==> config.mk <==
export PLATFORM = sky130hd
export DESIGN_NAME = sseg_scan_ctrl
export DESIGN_NICKNAME = d
export VERILOG_FILES = /design/src/rtl/sseg_scan_ctrl_pkg.sv /design/src/rtl/sseg_scan_ctrl_hex.sv /design/src/rtl/sseg_scan_ctrl.sv
export SDC_FILE = /design/constraint.sdc
export NUM_CORES = 1
export LEC_CHECK = 0
export BUFFER_PORTS_ARGS = -buffer_cell sky130_fd_sc_hd__buf_2
export CAP_MARGIN = 40
export CORE_MARGIN = 10
export CORE_UTILIZATION = 57
export DETAILED_ROUTE_END_ITERATION = 8
export PLACE_DENSITY = 0.82
export SLEW_MARGIN = 0
export SYNTH_ARGS = -nofsm -noshare
export SYNTH_HDL_FRONTEND = slang
export SYNTH_SLANG_ARGS = --single-unit
==> constraint.sdc <==
create_clock -name i_clk -period 6.7 [get_ports i_clk]
set_clock_uncertainty 0.1 [all_clocks]
set_input_delay 1.005 -clock i_clk [delete_from_list [all_inputs] [get_ports i_clk]]
set_output_delay 1.005 -clock i_clk [all_outputs]
set_load 0.02 [all_outputs]
==> src/rtl/sseg_scan_ctrl_pkg.sv <==
// Shared definitions for the seven-segment scan controller: hex glyph table,
// the all-dark segment pattern and the index-width helper.
package sseg_scan_ctrl_pkg;

  // Glyphs are active-high, bit order {g,f,e,d,c,b,a}.
  localparam logic [6:0] SEG_OFF = 7'h00;

  localparam logic [6:0] HEX_GLYPH [16] = '{
    7'h3F, 7'h06, 7'h5B, 7'h4F, 7'h66, 7'h6D, 7'h7D, 7'h07,
    7'h7F, 7'h6F, 7'h77, 7'h7C, 7'h39, 7'h5E, 7'h79, 7'h71
  };

  // ceil(log2(n)), but never below 1 so a single-digit build still has an index bit.
  function automatic int clog2_min1(input int n);
    int r;
    r = 0;
    while ((1 << r) < n) r = r + 1;
    return (r < 1) ? 1 : r;
  endfunction

endpackage

==> src/rtl/sseg_scan_ctrl_hex.sv <==
// Combinational hex nibble to seven-segment decode (active-high glyph).
module sseg_scan_ctrl_hex
  import sseg_scan_ctrl_pkg::*;
(
  input  logic [3:0] i_nib,
  output logic [6:0] o_seg
);

  assign o_seg = HEX_GLYPH[i_nib];

endmodule

==> src/rtl/sseg_scan_ctrl.sv <==
// N-digit multiplexed seven-segment scanner with PWM brightness, leading-zero
// suppression and a double-buffered load that only commits at frame boundaries.
module sseg_scan_ctrl
  import sseg_scan_ctrl_pkg::*;
#(
  parameter int NDIGITS        = 2,
  parameter int DIV_BITS       = 10,
  parameter int BRIGHT_BITS    = 4,
  parameter int SEG_ACTIVE_LOW = 1,
  parameter int DIG_ACTIVE_LOW = 0,
  parameter int LZ_SUPPRESS    = 0
) (
  input  logic                     i_clk,
  input  logic                     i_rst_n,
  input  logic                     i_load,
  input  logic [4*NDIGITS-1:0]     i_din,
  input  logic [NDIGITS-1:0]       i_dp_in,
  input  logic [NDIGITS-1:0]       i_blank_in,
  input  logic [BRIGHT_BITS-1:0]   i_brightness,
  output logic [6:0]               o_seg,
  output logic                     o_dp,
  output logic [NDIGITS-1:0]       o_dig_sel,
  output logic                     o_frame_done
);

  localparam int                 IDX_W    = clog2_min1(NDIGITS);
  localparam logic [IDX_W-1:0]   LAST_IDX = IDX_W'(NDIGITS - 1);
  localparam logic [6:0]         SEG_IDLE = (SEG_ACTIVE_LOW != 0) ? ~SEG_OFF : SEG_OFF;
  localparam logic               DP_IDLE  = (SEG_ACTIVE_LOW != 0);
  localparam logic [NDIGITS-1:0] DIG_IDLE = (DIG_ACTIVE_LOW != 0) ? '1 : '0;

  logic [DIV_BITS-1:0]    r_cnt;
  logic [IDX_W-1:0]       r_idx;
  logic [4*NDIGITS-1:0]   r_pend_data;
  logic [NDIGITS-1:0]     r_pend_dp;
  logic [NDIGITS-1:0]     r_pend_blank;
  logic                   r_pend_valid;
  logic [4*NDIGITS-1:0]   r_act_data;
  logic [NDIGITS-1:0]     r_act_dp;
  logic [NDIGITS-1:0]     r_act_blank;
  logic [6:0]             r_seg;
  logic                   r_dp;
  logic [NDIGITS-1:0]     r_dig_sel;
  logic                   r_frame_done;

  logic                   w_tick;
  logic                   w_wrap;
  logic [3:0]             w_nib;
  logic [6:0]             w_glyph;
  logic [BRIGHT_BITS-1:0] w_phase;
  logic                   w_pwm_on;
  logic                   w_dark;
  logic [6:0]             w_seg_lit;
  logic                   w_dp_lit;
  logic [NDIGITS-1:0]     w_dig_oh;
  logic [NDIGITS-1:0]     w_lz_mask;
  logic                   w_lead;

  assign w_tick = &r_cnt;
  assign w_wrap = w_tick && (r_idx == LAST_IDX);
  assign w_nib  = r_act_data[{r_idx, 2'b00} +: 4];

  sseg_scan_ctrl_hex u_hex (
    .i_nib (w_nib),
    .o_seg (w_glyph)
  );

  genvar gi;
  generate
    for (gi = 0; gi < NDIGITS; gi++) begin : g_dig
      assign w_dig_oh[gi] = (r_idx == IDX_W'(gi));
    end
  endgenerate

  // Walk down from the top digit; zeros stay suppressed until a visible nonzero
  // digit is met. Digit 0 is never part of the walk.
  always_comb begin
    w_lz_mask = '0;
    w_lead    = 1'b1;
    for (int d = NDIGITS - 1; d >= 1; d--) begin
      if ((LZ_SUPPRESS != 0) && w_lead && (r_act_data[4*d +: 4] == 4'd0))
        w_lz_mask[d] = 1'b1;
      if (!r_act_blank[d] && (r_act_data[4*d +: 4] != 4'd0))
        w_lead = 1'b0;
    end
  end

  assign w_phase   = r_cnt[DIV_BITS-1 -: BRIGHT_BITS];
  assign w_pwm_on  = (&i_brightness) | (w_phase < i_brightness);
  assign w_dark    = r_act_blank[r_idx] | w_lz_mask[r_idx] | ~w_pwm_on;
  assign w_seg_lit = w_dark ? SEG_OFF : w_glyph;
  assign w_dp_lit  = ~w_dark & r_act_dp[r_idx];

  always_ff @(posedge i_clk or negedge i_rst_n) begin
    if (!i_rst_n) begin
      r_cnt        <= '0;
      r_idx        <= '0;
      r_pend_data  <= '0;
      r_pend_dp    <= '0;
      r_pend_blank <= '1;
      r_pend_valid <= 1'b0;
      r_act_data   <= '0;
      r_act_dp     <= '0;
      r_act_blank  <= '1;
      r_seg        <= SEG_IDLE;
      r_dp         <= DP_IDLE;
      r_dig_sel    <= DIG_IDLE;
      r_frame_done <= 1'b0;
    end else begin
      r_cnt        <= r_cnt + 1'b1;
      r_frame_done <= w_wrap;
      if (w_tick)
        r_idx <= (r_idx == LAST_IDX) ? '0 : r_idx + 1'b1;

      // A load landing on the boundary itself goes straight to the active copy.
      if (w_wrap) begin
        if (i_load) begin
          r_act_data  <= i_din;
          r_act_dp    <= i_dp_in;
          r_act_blank <= i_blank_in;
        end else if (r_pend_valid) begin
          r_act_data  <= r_pend_data;
          r_act_dp    <= r_pend_dp;
          r_act_blank <= r_pend_blank;
        end
        r_pend_valid <= 1'b0;
      end else if (i_load) begin
        r_pend_data  <= i_din;
        r_pend_dp    <= i_dp_in;
        r_pend_blank <= i_blank_in;
        r_pend_valid <= 1'b1;
      end

      r_seg     <= (SEG_ACTIVE_LOW != 0) ? ~w_seg_lit : w_seg_lit;
      r_dp      <= (SEG_ACTIVE_LOW != 0) ? ~w_dp_lit  : w_dp_lit;
      r_dig_sel <= (DIG_ACTIVE_LOW != 0) ? ~w_dig_oh  : w_dig_oh;
    end
  end

  assign o_seg        = r_seg;
  assign o_dp         = r_dp;
  assign o_dig_sel    = r_dig_sel;
  assign o_frame_done = r_frame_done;

endmodule

## Yosys cells after proc, flatten, opt, wreduce, memory -nomap -nowiden

Memories as Yosys holds them, arrays and structs flattened.
Cells that the tools add are included.

| word-level totals | value |
|---|---|
| register bits after elaboration | 47 |
| memory bits (read-only) | 112 |
| input bits | 19 |
| word-level logic and storage cells | 55 |
| memories | 1 |

| operators by class | value |
|---|---|
| add/subtract/negate cells | 2 |
| magnitude comparators | 3 |
| shift-type cells | 1 |
| multiplexer cells | 17 |
| bitwise gates (word level) | 11 |
| reductions and logical operators | 7 |

Memories:

| name | depth | bits a word | rd ports | clocked after Yosys merged registers in | write ports | line | RTL |
|---|---|---|---|---|---|---|---|
| (name not given) | 16 | 7 | 1 | 0 | 0 | sseg_scan_ctrl_hex.sv:9 | `assign o_seg = HEX_GLYPH[i_nib];` |

Operators with widths:

| cell | count |
|---|---|
| $mux W7 | 3 |
| $mux W8 | 2 |
| $add A10 B1 Y10 const B | 1 |
| $reduce_and A10 Y1 | 1 |
| $mux W1 | 8 |
| $mux W2 | 4 |
| $shiftx A8 B4 Y4 | 1 |
| $not A7 Y7 | 1 |
| $ge A5 B5 Y1 const B | 1 |
| $not A1 Y1 | 5 |
| $not A4 Y5 | 1 |
| $lt A4 B4 Y1 | 1 |
| $reduce_and A2 Y1 | 2 |
| $reduce_and A4 Y1 | 1 |
| $reduce_bool A2 Y1 | 2 |
| $or A1 B1 Y1 | 3 |
| $lt A1 B2 Y1 const B | 1 |
| $add A1 B1 Y1 const B | 1 |
| $and A1 B1 Y1 | 1 |
| $logic_and A1 B1 Y1 | 1 |

## Longest topological paths before layout

| depth | value |
|---|---|
| depth after elaboration | 7 |
| mapped depth | 8 |
| mapped depth without buffers | 6 |

## Hierarchy

Synthesis repeated with hierarchy kept, for this count alone.

| second synthesis, totals | value |
|---|---|
| cell total of the unflattened synthesis | 189 |
| area total of the unflattened synthesis | 2419.8 um2 |

Modules (own cells, without submodules):

| module | times used | cells an instance | area an instance (um2) |
|---|---|---|---|
| sseg_scan_ctrl | 1 | 156 | 2132.0 |
| sseg_scan_ctrl_hex | 1 | 33 | 287.8 |

## Least setup slack after synthesis

No wires, ideal clock.

| timing | value |
|---|---|
| path kind | input to register |
| start point | input port i_brightness[1] |
| end point | register r_seg[1], in the netlist o_seg[1] |
| library setup time | 111 ps |
| arrival time | 2147 ps |
| data required time | 6489 ps |
| slack | 4342 ps |
| stages on the path | 6 |
| path buffers | 0 |
| cells stage by stage | inv_1 -> ha_1 -> o211ai_1 -> o21ai_0 -> a221oi_2 -> o221ai_1 |

| on the way | value |
|---|---|
| cells in the longest elaborated chain, start to end | 6 |
| elaborated cells on any way between the ends | 7 |

Ends and longest elaborated chain:

| element | line | RTL |
|---|---|---|
| start: declaration | sseg_scan_ctrl.sv:19 | `input logic [BRIGHT_BITS-1:0] i_brightness,` |
| $lt A4 B4 Y1 / $reduce_and A4 Y1 (equally long branches) | sseg_scan_ctrl.sv:89 | `assign w_pwm_on = (&i_brightness) \| (w_phase < i_brightness);` |
| $or A1 B1 Y1 * | sseg_scan_ctrl.sv:89 |  |
| $not A1 Y1 * | sseg_scan_ctrl.sv:90 | `assign w_dark = r_act_blank[r_idx] \| w_lz_mask[r_idx] \| ~w_pwm_on;` |
| $or A1 B1 Y1 * | sseg_scan_ctrl.sv:90 |  |
| $mux W7 * | sseg_scan_ctrl.sv:91 | `assign w_seg_lit = w_dark ? SEG_OFF : w_glyph;` |
| $not A7 Y7 * | sseg_scan_ctrl.sv:134 | `r_seg <= (SEG_ACTIVE_LOW != 0) ? ~w_seg_lit : w_seg_lit;` |
| end signal: assignment | sseg_scan_ctrl.sv:134 |  |
| end: declaration | sseg_scan_ctrl.sv:41 | `logic [6:0] r_seg;` |

Every way passes the cells marked *; elsewhere a longest branch is shown, timed or not.
A chain may end at the register's enable or synchronous reset.

## Worst setup path after layout

| timing | value |
|---|---|
| start point | register r_idx |
| end point | register r_seg[3], in the netlist o_seg[3] |

| on the way | value |
|---|---|
| cells in the longest elaborated chain, start to end | 7 |
| elaborated cells on any way between the ends | 11 |

Ends and longest elaborated chain:

| element | line | RTL |
|---|---|---|
| start: declaration | sseg_scan_ctrl.sv:33 | `logic [IDX_W-1:0] r_idx;` |
| start signal: assignment | sseg_scan_ctrl.sv:113 | `r_idx <= (r_idx == LAST_IDX) ? '0 : r_idx + 1'b1;` |
| $shiftx A8 B4 Y4 | sseg_scan_ctrl.sv:61 | `assign w_nib = r_act_data[{r_idx, 2'b00} +: 4];` |
| $not A4 Y5 (not written as such) | sseg_scan_ctrl_hex.sv:9 |  |
| $mem_v2 Z16 W7 | n/a |  |
| $mux W7 (not written as such) (2 in a row) | sseg_scan_ctrl_hex.sv:9 |  |
| $mux W7 * | sseg_scan_ctrl.sv:91 |  |
| $not A7 Y7 * | sseg_scan_ctrl.sv:134 |  |

Every way passes the cells marked *; elsewhere a longest branch is shown, timed or not. The select of a mux whose other input is x is not followed.

==> results.sh <==
export IMPL_outcome="completed"
export IMPL_tightest_slew_ps=824
export IMPL_io_buffers=29
export IMPL_gp_congestion=0.795
export IMPL_ys_types=46
export IMPL_post_cts_buffers=0
export IMPL_rows=23
export IMPL_hp_class="reg -> reg"
export IMPL_grt_pass1_vias=1591
export IMPL_netlist_area_mm2=0.00237
export IMPL_clock_sinks=47
export IMPL_ys_seq_elements=47
export IMPL_diodes=0
export IMPL_ios=30
export IMPL_die_h_um=84.5
export IMPL_synth_ff_type="dfrtp_1"
export IMPL_grt_remaining_overflow=0
export IMPL_hpwl_um=3240
export IMPL_setup_viol=0
export IMPL_ant_nets=0
export IMPL_cts_tree="yes"
export IMPL_clkLatencyLatePin_ps=310
export IMPL_vias=1609
export IMPL_crit_start="r_idx"
export IMPL_synth_warnings=0
export IMPL_root_buffer="clkbuf_8"
export IMPL_drt_wirelength_per_cell_um=16.0
export IMPL_grt_start_max_net_pins=38
export IMPL_start_util_pct=59.2
export IMPL_fin_tns_setup_ps=0
export IMPL_drc=0
export IMPL_powerDensity_mw_per_mm2=200
export IMPL_rr_worst_depth=5
export IMPL_stdcell_count=274
export IMPL_period_share_pct=38.5
export IMPL_n_fill_cell=320
export IMPL_rsz0062_at_grt="false"
export IMPL_cts_hold_buf=0
export IMPL_maxCapViolCount=0
export IMPL_dp_cells=266
export IMPL_crit_type="reg -> reg"
export IMPL_cts_made_buffers=5
export IMPL_seq_area_frac_synth_pct=50.3
export IMPL_avgSynthCellArea_um2=12.2
export IMPL_fin_crit_ps=2580
export IMPL_track_usage_pct=12.8
export IMPL_ir_drop_mv=0.147
export IMPL_syn_num_nets=223
export IMPL_finalMaxSlewViolations=0
export IMPL_hp_start="r_cnt[0]"
export IMPL_layout_area_seq_mm2=0.00119
export IMPL_synth_edf_count=0
export IMPL_vias_per_cell=5.87
export IMPL_cts_clk_slew_worst_paths_ps=80
export IMPL_multi_input_area_mm2=0.00103
export IMPL_hold_viol=0
export IMPL_drt_iter0_drc=74
export IMPL_p_leak_uw=0.00121
export IMPL_syn_instance_count=194
export IMPL_max_slew_margin_pct=43.5
export IMPL_clockBufferDepth=2
export IMPL_synthArstFlopShare_pct=100
export IMPL_reg2reg_from="r_idx"
export IMPL_die_w_um=84.5
export IMPL_coreArea_mm2=0.00400
export IMPL_cp_max_fo=14
export IMPL_finalNetCount=252
export IMPL_cts_resized=0
export IMPL_end_kind="register"
export IMPL_required_ps=6820
export IMPL_drive_gt1_share_pct=31.7
export IMPL_cts_max_level=2
export IMPL_arrival_ps=2700
export IMPL_cp_start_kind="register"
export IMPL_clock_fmax_ghz=0.387
export IMPL_reg2reg_setup_slack_ps=4120
export IMPL_area_growth_pct=9.98
export IMPL_whs_path_depth=1
export IMPL_antenna_found_initial=0
export IMPL_fp_dieArea_mm2=0.00714
export IMPL_detail_route_first_pass_iterations=4
export IMPL_grt_pass1_wl_um=7600
export IMPL_wl_um=4390
[registers in the layout, indices dropped and copies added (netlist names), 2 cells and up]
register / count
r_cnt: 10
r_pend_dp: 2
r_act_data: 8
r_pend_data: 8
r_act_blank: 2
r_pend_blank: 2
r_act_dp: 2
o_seg: 7
o_dig_sel: 2
[placed cells by master (no fill, tap or decap), types with 2 or more instances in the layout]
cell type / synthesis / layout
a221o_2: 3 / 3
nand4_1: 3 / 3
a21oi_1: 8 / 8
o211ai_1: 2 / 2
clkbuf_8: 1 / 7
o32ai_1: 7 / 7
ha_1: 10 / 10
o22ai_1: 9 / 9
nand2_2: 2 / 2
mux2i_1: 4 / 4
dfrtp_1: 35 / 35
xnor2_1: 6 / 6
nand3_1: 3 / 3
o32a_1: 4 / 4
o21ai_0: 4 / 4
inv_1: 12 / 12
mux2_1: 10 / 10
nand2_1: 9 / 9
dfstp_2: 12 / 12
buf_2: 0 / 29
nor2b_1: 3 / 3
a21boi_1: 4 / 4
mux2_2: 5 / 5
and3_1: 2 / 2
o221ai_1: 4 / 4
xor2_1: 3 / 3
nor2_1: 5 / 5
nand3_2: 2 / 2
[worst max-delay path: stages (launching register included)]
cell and delay (ps):
dfrtp_1 720, mux2i_1 620, inv_1 180, ha_1 280
mux4_2 460, nand2b_1 150
[metal layers]
| layer | part of all wire (%) | vias to the layer above | global-route usage, % | wire, um |
|---|---|---|---|---|
| met5 | 0 | - | 0 | 0 |
| met4 | 1.8 | 0 | 5.39 | 80 |
| met3 | 6.5 | 7 | 4.73 | 286 |
| met2 | 48 | 40 | 19.9 | 2100 |
| met1 | 44 | 781 | 15.4 | 1920 |
| li1 | - | 781 | - | - |
[report_power, final]
group / internal [uW] / switching (uW)
registers: 295 / 5.57
clock network: 94.3 / 93.4
logic: 14.5 / 17.5
[synth_stat cells, drive strengths merged (3+ instances only)]
master | instances | area, um^2
ha | 10 | 125
a21oi | 8 | 40.0
inv | 12 | 45.0
mux2 | 15 | 169
o32ai | 7 | 61.3
nand2 | 12 | 57.6
o22ai | 9 | 56.3
xnor2 | 6 | 52.6
a21boi | 5 | 37.5
dfrtp | 35 | 876
mux2i | 4 | 40.0
nor2b | 3 | 18.8
buf | 5 | 65.1
nand3 | 5 | 35.0
nand4 | 4 | 31.3
a221o | 3 | 33.8
o21ai | 4 | 20.0
xor2 | 3 | 26.3
o221ai | 4 | 35.0
o32a | 5 | 51.3
and3 | 3 | 20.0
nor2 | 5 | 18.8
dfstp | 12 | 315
[final timing paths]
kind / endpoint
setup / recovery: o_seg[3]
setup reg to reg: o_seg[3]
max in group asynchronous: r_act_blank[1]
min in group asynchronous: o_dig_sel[1]
hold / removal: r_cnt[0]
hold reg to reg: r_cnt[0]
[cell type report]
type | count | share of cell area (%)
multi-input cells | 125 | 39.5
clock buffers | 8 | 3.84
flip-flops and latches | 47 | 45.7
well taps | 50 | 2.40
inverters | 14 | 2.21
repair buffers | 30 | 6.34
[stage by stage]
stage | utilization [%] | setup WS (ps) | total power (uW) | instance area [um^2] | hold WS (ps)
global route | 65.2 | 3890 | 542 | 2610 | 371
CTS | 65.2 | 4120 | 523 | 2610 | 364
floorplan | - | 4340 | 322 | 2370 | 321
global placement | 62.2 | 4100 | 336 | 2490 | 341
finish | 65.2 | 4120 | 521 | 2610 | 363
detailed placement | 62.7 | 4030 | 339 | 2510 | 354
[logic make-up after synthesis]
group                    Yosys count  share of synthesized area, %
multiplexers                      20                          9.77
buffers and inverters             22                          6.28
AO/OA/AOI/OAI                     48                          15.4
XOR/XNOR                           9                          3.33
adder cells (fa/ha/maj)           10                          5.28
flip-flops                        47                          50.3
AND/OR/NAND/NOR                   38                          9.66
Note: power is estimated with default switching activity, not from simulation.
